`config.mk`:
```
export PLATFORM = sky130hd
export DESIGN_NAME = pipeline_exec_ctrl_flat
export DESIGN_NICKNAME = d
export VERILOG_FILES = /design/src/rtl/pipeline_exec_ctrl_if.sv /design/src/rtl/pipeline_exec_ctrl.sv /design/src/flat_wrapper.sv
export SDC_FILE = /design/constraint.sdc
export NUM_CORES = 1
export LEC_CHECK = 0
export CORE_MARGIN = 4
export CORE_UTILIZATION = 45
export DETAILED_ROUTE_END_ITERATION = 8
export PLACE_DENSITY = 0.83
export SYNTH_ARGS = -nofsm -noshare
export SYNTH_HDL_FRONTEND = slang
export SYNTH_SLANG_ARGS = --single-unit
```
`constraint.sdc`:
```
create_clock -name i_clk -period 2.4 [get_ports i_clk]
set_input_delay 0.24 -clock i_clk [delete_from_list [all_inputs] [get_ports i_clk]]
set_output_delay 0.24 -clock i_clk [all_outputs]
set_load 0.05 [all_outputs]
```
`src/rtl/pipeline_exec_ctrl_if.sv`:
```
// Command/status bundle between the debug command decoder, the datapath
// and pipeline_exec_ctrl.
interface pipeline_exec_ctrl_if #(
    parameter int CNT_SZ = 32
);
    logic              i_run;
    logic              i_step_mode;
    logic              i_step;
    logic              i_halt_fetched;
    logic              i_stall_pc_HD;
    logic              i_clear;
    logic              o_pipe_enable;
    logic              o_pc_enable;
    logic [CNT_SZ-1:0] o_cycle_cnt;
    logic [2:0]        o_state;
    logic              o_done;
    logic              o_step_ack;

    modport master (
        output i_run, i_step_mode, i_step, i_halt_fetched, i_stall_pc_HD, i_clear,
        input  o_pipe_enable, o_pc_enable, o_cycle_cnt, o_state, o_done, o_step_ack
    );

    modport slave (
        input  i_run, i_step_mode, i_step, i_halt_fetched, i_stall_pc_HD, i_clear,
        output o_pipe_enable, o_pc_enable, o_cycle_cnt, o_state, o_done, o_step_ack
    );
endinterface

```
`src/rtl/pipeline_exec_ctrl.sv`:
```
// Execution controller: run / single-step sequencing of the PC and pipeline
// enables, HALT drain, and a saturating count of enabled cycles.
module pipeline_exec_ctrl #(
    parameter int CNT_SZ       = 32,
    parameter int DRAIN_CYCLES = 4
) (
    input  logic                 i_clk,
    input  logic                 i_reset,
    pipeline_exec_ctrl_if.slave  bus
);
    localparam int DW = (DRAIN_CYCLES < 2) ? 1 : $clog2(DRAIN_CYCLES + 1);

    typedef enum logic [2:0] {
        S_IDLE      = 3'd0,
        S_RUN       = 3'd1,
        S_STEP_WAIT = 3'd2,
        S_STEP_EXEC = 3'd3,
        S_DRAIN     = 3'd4,
        S_HALTED    = 3'd5
    } state_t;

    state_t            r_state;
    logic [DW-1:0]     r_drain;
    logic [CNT_SZ-1:0] r_cnt;
    logic              r_pipe_en;
    logic              r_done;
    logic              r_step_ack;

    state_t            w_next;
    logic              w_halt_go;
    logic              w_exec;
    logic              w_cnt_clr;

    assign w_exec    = (r_state == S_RUN) || (r_state == S_STEP_EXEC);
    // A HALT seen while the PC is stalled is not yet committed to IF.
    assign w_halt_go = bus.i_halt_fetched & ~bus.i_stall_pc_HD;
    assign w_cnt_clr = ((r_state == S_IDLE) && (w_next != S_IDLE)) ||
                       ((r_state == S_HALTED) && (w_next == S_IDLE));

    always_comb begin
        w_next = S_IDLE;
        case (r_state)
            S_IDLE: begin
                if (bus.i_run)            w_next = S_RUN;
                else if (bus.i_step_mode) w_next = S_STEP_WAIT;
                else                      w_next = S_IDLE;
            end
            S_RUN:       w_next = w_halt_go ? S_DRAIN : S_RUN;
            S_STEP_WAIT: w_next = bus.i_step ? S_STEP_EXEC : S_STEP_WAIT;
            S_STEP_EXEC: w_next = w_halt_go ? S_DRAIN : S_STEP_WAIT;
            S_DRAIN:     w_next = (r_drain == DW'(1)) ? S_HALTED : S_DRAIN;
            S_HALTED:    w_next = bus.i_clear ? S_IDLE : S_HALTED;
            default:     w_next = S_IDLE;
        endcase
    end

    // Moore outputs are registered from the next state so they line up with r_state.
    always_ff @(posedge i_clk or posedge i_reset) begin
        if (i_reset) begin
            r_state    <= S_IDLE;
            r_drain    <= '0;
            r_cnt      <= '0;
            r_pipe_en  <= 1'b0;
            r_done     <= 1'b0;
            r_step_ack <= 1'b0;
        end else begin
            r_state    <= w_next;
            r_pipe_en  <= (w_next == S_RUN) || (w_next == S_STEP_EXEC) || (w_next == S_DRAIN);
            r_done     <= (w_next == S_HALTED);
            r_step_ack <= (w_next == S_STEP_EXEC);

            if (w_exec && w_halt_go)
                r_drain <= DW'(DRAIN_CYCLES);
            else if (r_state == S_DRAIN && r_drain != '0)
                r_drain <= r_drain - DW'(1);

            if (w_cnt_clr)
                r_cnt <= '0;
            else if (r_pipe_en && r_cnt != '1)
                r_cnt <= r_cnt + CNT_SZ'(1);
        end
    end

    assign bus.o_pipe_enable = r_pipe_en;
    assign bus.o_pc_enable   = w_exec & ~bus.i_stall_pc_HD & ~bus.i_halt_fetched;
    assign bus.o_cycle_cnt   = r_cnt;
    assign bus.o_state       = r_state;
    assign bus.o_done        = r_done;
    assign bus.o_step_ack    = r_step_ack;
endmodule

```
`src/flat_wrapper.sv`:
```
// flat-port wrapper written by rule: the top's interface ports become plain ports
module pipeline_exec_ctrl_flat 
#(
    parameter int CNT_SZ       = 32,
    parameter int DRAIN_CYCLES = 4
)
  (i_clk, i_reset, bus_i_run, bus_i_step_mode, bus_i_step, bus_i_halt_fetched, bus_i_stall_pc_HD, bus_i_clear, bus_o_pipe_enable, bus_o_pc_enable, bus_o_cycle_cnt, bus_o_state, bus_o_done, bus_o_step_ack);
  pipeline_exec_ctrl_if #(.CNT_SZ(CNT_SZ)) bus_i ();
  input  logic i_clk;
  input  logic i_reset;
  input wire logic [$bits(bus_i.i_run)-1:0] bus_i_run;
  input wire logic [$bits(bus_i.i_step_mode)-1:0] bus_i_step_mode;
  input wire logic [$bits(bus_i.i_step)-1:0] bus_i_step;
  input wire logic [$bits(bus_i.i_halt_fetched)-1:0] bus_i_halt_fetched;
  input wire logic [$bits(bus_i.i_stall_pc_HD)-1:0] bus_i_stall_pc_HD;
  input wire logic [$bits(bus_i.i_clear)-1:0] bus_i_clear;
  output wire logic [$bits(bus_i.o_pipe_enable)-1:0] bus_o_pipe_enable;
  output wire logic [$bits(bus_i.o_pc_enable)-1:0] bus_o_pc_enable;
  output wire logic [$bits(bus_i.o_cycle_cnt)-1:0] bus_o_cycle_cnt;
  output wire logic [$bits(bus_i.o_state)-1:0] bus_o_state;
  output wire logic [$bits(bus_i.o_done)-1:0] bus_o_done;
  output wire logic [$bits(bus_i.o_step_ack)-1:0] bus_o_step_ack;
  assign bus_i.i_run = bus_i_run;
  assign bus_i.i_step_mode = bus_i_step_mode;
  assign bus_i.i_step = bus_i_step;
  assign bus_i.i_halt_fetched = bus_i_halt_fetched;
  assign bus_i.i_stall_pc_HD = bus_i_stall_pc_HD;
  assign bus_i.i_clear = bus_i_clear;
  assign bus_o_pipe_enable = bus_i.o_pipe_enable;
  assign bus_o_pc_enable = bus_i.o_pc_enable;
  assign bus_o_cycle_cnt = bus_i.o_cycle_cnt;
  assign bus_o_state = bus_i.o_state;
  assign bus_o_done = bus_i.o_done;
  assign bus_o_step_ack = bus_i.o_step_ack;
  pipeline_exec_ctrl #(.CNT_SZ(CNT_SZ), .DRAIN_CYCLES(DRAIN_CYCLES)) u_core (.i_clk(i_clk), .i_reset(i_reset), .bus(bus_i));
endmodule
```
==> out/summary.txt, run 1 <==
Worst Path Buf+Inv: 0
Lkg Pwr: 1.151 nW
Synth async-reset ratio: 100.0%
Yosys top cell by area: dfrtp_1
clk buf depth: 2
count leader, synth: dfrtp_1
Cells after Synth: 248
DR vias/cell: 5.795
Worst Reg-to-Reg Cells: 5
mapped cell area: 2308 um2
H-tree Lvls: 2
drt wl/cell: 14.40 um
most frequent cells after synthesis: 41 x dfrtp_1, 24 x a21oi_1, 16 x nor2_1
area growth from synthesis to layout: 30.24%
Yosys cell types: 42
number of max-cap violations: 0
total power per unit cell area: 729.6 nW/um2
TNS Setup: 0 ps
CTS Buf Count: 5
Sw Share: 41.08%
initial drt markers: 150
Worst-Margin Slew: 714.8 ps
Core Area: 4848 um2
final wirelength: 5341 um
share of cells above drive strength 1: 10.53%
CP Max Fanout: 8
postcts setup bufs: 0
via total after detailed routing: 2150
synth top area cells: dfrtp_1 44%, a21oi_1 5.2%, or3_1 4.1%
Inst Count DP: 363
Ant. Diodes: 0
io pins: 47
r2r setup slk: 140 ps
Post-route DRC: 0
sequential-to-total area share from yosys stat: 44.44%
final core occ: 62.01%
critical path endpoint category: register
clock share of power: 19.9%
die height: 79.63 um
synthesized area per cell: 9.308 um2
Critical Path End: u_core.bus.o_cycle_cnt[27]$_DFFE_PP0P_
GRT Overall Usage: 18.13%
Site Rows: 25
PortBufs: 46
area of the die: 6340 um2
Antenna Nets Post-Route: 0
CTS tree: built
Internal: 1.292 mW
Comb pwr share: 38.6%
clock skew: 7.791 ps
Crit path largest cell delay: 530 ps
r2r startpoint: u_core.bus.o_cycle_cnt[14]$_DFFE_PP0P_
synthesized net count: 260
RSZ-0062 raised after global routing: false
post-synth top area share: 44.44%
Max-slew headroom: 52.17%
critical path depth: 5
Peak VDD IR: 0.6734 mV
Final #Nets: 315
Setup crit start kind: register
min cycle time layout: 2259 ps
DRT Pass-1 Iters: 4
Final setup viols: 0
Root Buffer: clkbuf_8
PostCTS Resize Cnt: 0
initial core utilization: 47.61%
CP max stage cell: or4_1
Post-CTS Hold Fix Bufs: 0
Placer Congestion: 0.8187
Fin. Hold Viols: 0
Slew Limit Fails: 0
detailed placement HPWL: 3859 um
Post-synth EDFFs: 0
CTS clk-pin slew, worst paths: 80 ps
crit path from: u_core.bus.o_cycle_cnt[14]$_DFFE_PP0P_
largest net degree at the start of global routing: 33
global-route wire length before repair: 9204 um
cells along the critical path: nand4_2 -> or4_1 -> a2111o_1 -> or3_1 -> a21oi_1
sequential share of power: 41.5%
Hold Crit Class: input pin to asynchronous set/reset pin
WP data arrival: 2480 ps
Main synth FF type: dfrtp_1
die width: 79.63 um
r2r endpoint: u_core.bus.o_cycle_cnt[27]$_DFFE_PP0P_
run status: complete, no violations
Critical Setup Path Class: register to register
Layout Cells excl Fill: 371
grt ovf: 0
clock net sink count: 41
fin crit share: 94.13%
initial antenna violation count: 0
worst hold margin: 277.2 ps
top cell family by delay on the critical path: simple AND/OR/NAND/NOR gates
number of synthesis warnings: 0
number of synthesized register bits: 41
data required time at the worst endpoint: 2620 ps
Net Sw Power: 0.9011 mW
fmax: 442.6 MHz
vias in the first global route: 2062
later-pin clock latency in the skew report: 300 ps
cell families (layout without fill, tap and decap cells):
kind of cell	Yosys count	after routing	synth area share, %
AO/OA/AOI/OAI	56	56	15.23
AND/OR/NAND/NOR	112	112	28.13
adder cells (fa/ha/maj)	4	4	2.168
XOR/XNOR	13	13	4.932
flip-flops	41	41	44.44
multiplexers	4	4	1.734
buffers and inverters	18	74	3.360
how the worst min path moves through the flow:
| stage | startpoint | endpoint | cells after the start |
|---|---|---|---|
| after floorplan | bus_i_step | u_core.bus.o_step_ack$_DFF_PP0_ | 1 |
| after global placement | u_core.r_drain[0]$_DFFE_PP0P_ | u_core.r_drain[0]$_DFFE_PP0P_ | 1 |
| after detailed placement | u_core.r_drain[0]$_DFFE_PP0P_ | u_core.r_drain[0]$_DFFE_PP0P_ | 1 |
| after CTS | i_reset | u_core.bus.o_step_ack$_DFF_PP0_ | 3 |
| after global routing | i_reset | u_core.bus.o_step_ack$_DFF_PP0_ | 3 |
| final | i_reset | u_core.bus.o_step_ack$_DFF_PP0_ | 3 |
per-layer routing:
layer	global-route usage [%]	vias up	wire [um]
li1	-	1042	-
met5	0	-	0
met3	5.079	8	282
met2	30.55	47	2657
met1	21.90	1053	2327
met4	6.873	0	74
area by class of cell:
type,count,area (um2)
multi-input cells,189,1219
flip-flops and latches,41,1028
clock buffers,6,72.57
well taps,67,83.83
inverters,8,30.03
fillers,409,1842
repair buffers,58,563.0
clock inverters,2,10.01
worst register-to-register path, delay by kind of cell (launching register included):
family	cells	cell delay, ps
flip-flops	1	460
AND/OR/NAND/NOR	3	1110
AO/OA/AOI/OAI	2	610
through the flow:
step                      total power, mW  area (um2)  worst slack, ps
final                               2.194        3007            140.8
after detailed placement            1.773        2914            135.8
after floorplan                     1.471        2311            33.34
after global routing                2.339        3007            8.975
after global placement              1.755        2914            215.0
after CTS                           2.213        2997            126.0
registers in the layout (all words and copies together), names as in the netlist:
name and count:
u_core.bus.o_done 1, u_core.r_drain 3, u_core.bus.o_pipe_enable 1, u_core.bus.o_cycle_cnt 32
u_core.bus.o_state 3, u_core.bus.o_step_ack 1
cell usage in the layout, fill, tap and decap left out, drive strengths merged, types with 5 or more instances in the layout:
cell / count
nand4: 10
buf: 12
o21ai: 14
and3: 5
xnor2: 10
nor2: 19
clkbuf: 6
clkdlybuf4s50: 46
nand3: 14
nand2: 14
or3: 15
nor3: 9
or4: 6
o31ai: 6
inv: 8
dfrtp: 41
a21oi: 24
power groups by stage:
stage	combinational [mW]	clock, mW	sequential [mW]
final	0.846	0.437	0.911
after global routing	0.920	0.484	0.936
after CTS	0.854	0.448	0.911
after detailed placement	0.850	0	0.923
after global placement	0.837	0	0.917
after floorplan	0.356	0	1.11
Note: power is estimated with default switching activity, not from simulation.
==> run 2: changes to the inputs <==
--- a/config.mk
+++ b/config.mk
@@ -5,10 +5,12 @@
 export SDC_FILE = /design/constraint.sdc
 export NUM_CORES = 1
 export LEC_CHECK = 0
+export CELL_PAD_IN_SITES_DETAIL_PLACEMENT = 0
+export CELL_PAD_IN_SITES_GLOBAL_PLACEMENT = 1
 export CORE_MARGIN = 4
-export CORE_UTILIZATION = 45
+export CORE_UTILIZATION = 39
 export DETAILED_ROUTE_END_ITERATION = 8
-export PLACE_DENSITY = 0.83
+export PLACE_DENSITY = 0.92
 export SYNTH_ARGS = -nofsm -noshare
 export SYNTH_HDL_FRONTEND = slang
 export SYNTH_SLANG_ARGS = --single-unit
==> run 2 against run 1 <==
Combinational power rose by 2%. Via count decreased by 1.8%. Clock skew rose by 4.1 ps. Cell area up 0.46%. Worst hold slack got worse by 160 ps. First-iteration DRC count is 33% lower. Fmax down 0.59%. Global-route usage decreased by 2.5 points. Critical path type unchanged. Critical endpoint is now u_core.bus.o_cycle_cnt[19]$_DFFE_PP0P_.
==> out/summary.txt, run 2 (synthesized netlist as in run 1, its figures left out) <==
fmax: 440.0 MHz (was 442.6 MHz)
PostCTS Resize Cnt: 0 (unchanged)
Layout Cells excl Fill: 376 (was 371)
data required time at the worst endpoint: 2630 ps (was 2620 ps)
Worst Path Buf+Inv: 0 (unchanged)
postcts setup bufs: 0 (unchanged)
die height: 84.94 um (was 79.63 um)
initial antenna violation count: 0 (unchanged)
area growth from synthesis to layout: 30.84% (was 30.24%)
final wirelength: 5499 um (was 5341 um)
CP max stage cell: a2111o_2 (was or4_1)
most frequent cells in the layout: 46 x clkdlybuf4s50_1, 39 x dfrtp_1, 23 x a21oi_1 (unchanged)
Crit path largest cell delay: 520 ps (was 530 ps)
TNS Setup: 0 ps (unchanged)
later-pin clock latency in the skew report: 300 ps (about the same)
run status: complete, no violations (unchanged)
Slew Limit Fails: 0 (unchanged)
Hold Crit Class: input pin to asynchronous set/reset pin (unchanged)
RSZ-0062 raised after global routing: false (unchanged)
WP data arrival: 2500 ps (was 2480 ps)
fin crit share: 94.69% (was 94.13%)
final instance area: 3020 um2 (was 3007 um2)
clock skew: 11.91 ps (was 7.791 ps)
top cell family by delay on the critical path: simple AND/OR/NAND/NOR gates (unchanged)
detailed placement HPWL: 3973 um (was 3859 um)
Fin. Hold Viols: 0 (unchanged)
Lkg Pwr: 1.149 nW (was 1.151 nW)
grt ovf: 0 (unchanged)
Worst-Margin Slew: 622.5 ps (was 714.8 ps)
global-route wire length before repair: 9301 um (was 9204 um)
number of max-cap violations: 0 (unchanged)
initial drt markers: 101 (was 150)
total power per unit cell area: 744.1 nW/um2 (was 729.6 nW/um2)
r2r startpoint: u_core.bus.o_cycle_cnt[0]$_DFFE_PP0P_ (was u_core.bus.o_cycle_cnt[14]$_DFFE_PP0P_)
CTS Buf Count: 5 (unchanged)
cells along the critical path: ha_1 -> and4_1 -> and3_1 -> a2111o_2 -> or3_1 -> a21oi_1 (was nand4_2 -> or4_1 -> a2111o_1 -> or3_1 -> a21oi_1)
Core Area: 5608 um2 (was 4848 um2)
r2r endpoint: u_core.bus.o_cycle_cnt[19]$_DFFE_PP0P_ (was u_core.bus.o_cycle_cnt[27]$_DFFE_PP0P_)
critical path endpoint category: register (unchanged)
drt wl/cell: 14.63 um (was 14.40 um)
share of cells above drive strength 1: 10.53% (unchanged)
clk buf depth: 2 (unchanged)
min cycle time layout: 2273 ps (was 2259 ps)
Post-CTS Hold Fix Bufs: 0 (unchanged)
CTS clk-pin slew, worst paths: 80 ps (about the same)
DP Area: 2920 um2 (was 2914 um2)
Final #Nets: 315 (unchanged)
io pins: 47 (unchanged)
GRT Overall Usage: 15.68% (was 18.13%)
worst hold margin: 117.5 ps (was 277.2 ps)
via total after detailed routing: 2111 (was 2150)
die width: 84.94 um (was 79.63 um)
Ant. Diodes: 0 (unchanged)
max reg flops: 32 (unchanged)
Critical Setup Path Class: register to register (unchanged)
PortBufs: 46 (unchanged)
Worst Reg-to-Reg Cells: 6 (was 5)
DR vias/cell: 5.614 (was 5.795)
Antenna Nets Post-Route: 0 (unchanged)
Final setup viols: 0 (unchanged)
min setup slack post-route: 127.5 ps (was 140.8 ps)
CP Max Fanout: 11 (was 8)
clock net sink count: 41 (unchanged)
worst slack, placed: 91.63 ps (was 135.8 ps)
initial core utilization: 41.16% (was 47.61%)
H-tree Lvls: 2 (unchanged)
Root Buffer: clkbuf_8 (unchanged)
r2r setup slk: 130 ps (was 140 ps)
CTS tree: built (unchanged)
commonest non-fill, non-tap cell in the layout: clkdlybuf4s50_1 (unchanged)
vias in the first global route: 2008 (was 2062)
Placer Congestion: 0.7766 (was 0.8187)
Peak VDD IR: 0.7735 mV (was 0.6734 mV)
Setup crit start kind: register (unchanged)
DRT Pass-1 Iters: 4 (unchanged)
Max-slew headroom: 58.35% (was 52.17%)
Inst Count DP: 368 (was 363)
largest net degree at the start of global routing: 33 (unchanged)
Post-route DRC: 0 (unchanged)
area of the die: 7214 um2 (was 6340 um2)
Site Rows: 27 (was 25)
==> run 2: cell types whose count changed in the layout (fill, tap and decap cells not counted), sizes merged <==
| cell | previous run | this run |
|---|---|---|
| clkbuf | 6 | 7 |
| clkinvlp | 0 | 1 |
| clkinv | 2 | 0 |
==> run 2: final cells by class <==
cell class,count,area [um2]
clock buffer,7,86.33
clock inverter,1,7.507
timing repair buffer,58,563.0
tap,72,90.09
sequential,41,1028
fill,516,2587
inverter,8,30.03
multi-input combinational,189,1215
==> run 2: where the power goes <==
| part | internal [mW] | total (mW) | switching, mW |
|---|---|---|---|
| clock network | 0.234 | 0.478 | 0.245 |
| logic | 0.317 | 0.865 | 0.548 |
| registers | 0.782 | 0.904 | 0.122 |
==> run 2: how the worst max path moves through the flow <==
stage          slack [ps]                              startpoint  cells after the start                                      to
3_5_place_dp           90   u_core.bus.o_cycle_cnt[0]$_DFFE_PP0P_                      6  u_core.bus.o_cycle_cnt[22]$_DFFE_PP0P_
5_1_grt               0.6   u_core.bus.o_cycle_cnt[0]$_DFFE_PP0P_                      6  u_core.bus.o_cycle_cnt[23]$_DFFE_PP0P_
3_3_place_gp          220   u_core.bus.o_cycle_cnt[0]$_DFFE_PP0P_                      6  u_core.bus.o_cycle_cnt[22]$_DFFE_PP0P_
2_1_floorplan          30  u_core.bus.o_cycle_cnt[14]$_DFFE_PP0P_                      5  u_core.bus.o_cycle_cnt[25]$_DFFE_PP0P_
4_1_cts                80   u_core.bus.o_cycle_cnt[0]$_DFFE_PP0P_                      6  u_core.bus.o_cycle_cnt[22]$_DFFE_PP0P_
6_report              130   u_core.bus.o_cycle_cnt[0]$_DFFE_PP0P_                      6  u_core.bus.o_cycle_cnt[19]$_DFFE_PP0P_
==> run 2: metrics by stage <==
step | power (mW) | utilization (%)
2_1_floorplan | 1.471 | -
3_3_place_gp | 1.772 | 52.08
3_5_place_dp | 1.787 | 52.08
4_1_cts | 2.278 | 53.75
5_1_grt | 2.390 | 53.86
6_report | 2.248 | 53.86
==> run 2: metal layers <==
layer	GRT usage, %	vias up	share of wire, %
met5	0	-	0
met4	4.317	0	1.5
met3	4.660	9	5.8
met2	25.34	52	47
met1	20.46	1015	45
li1	-	1035	-
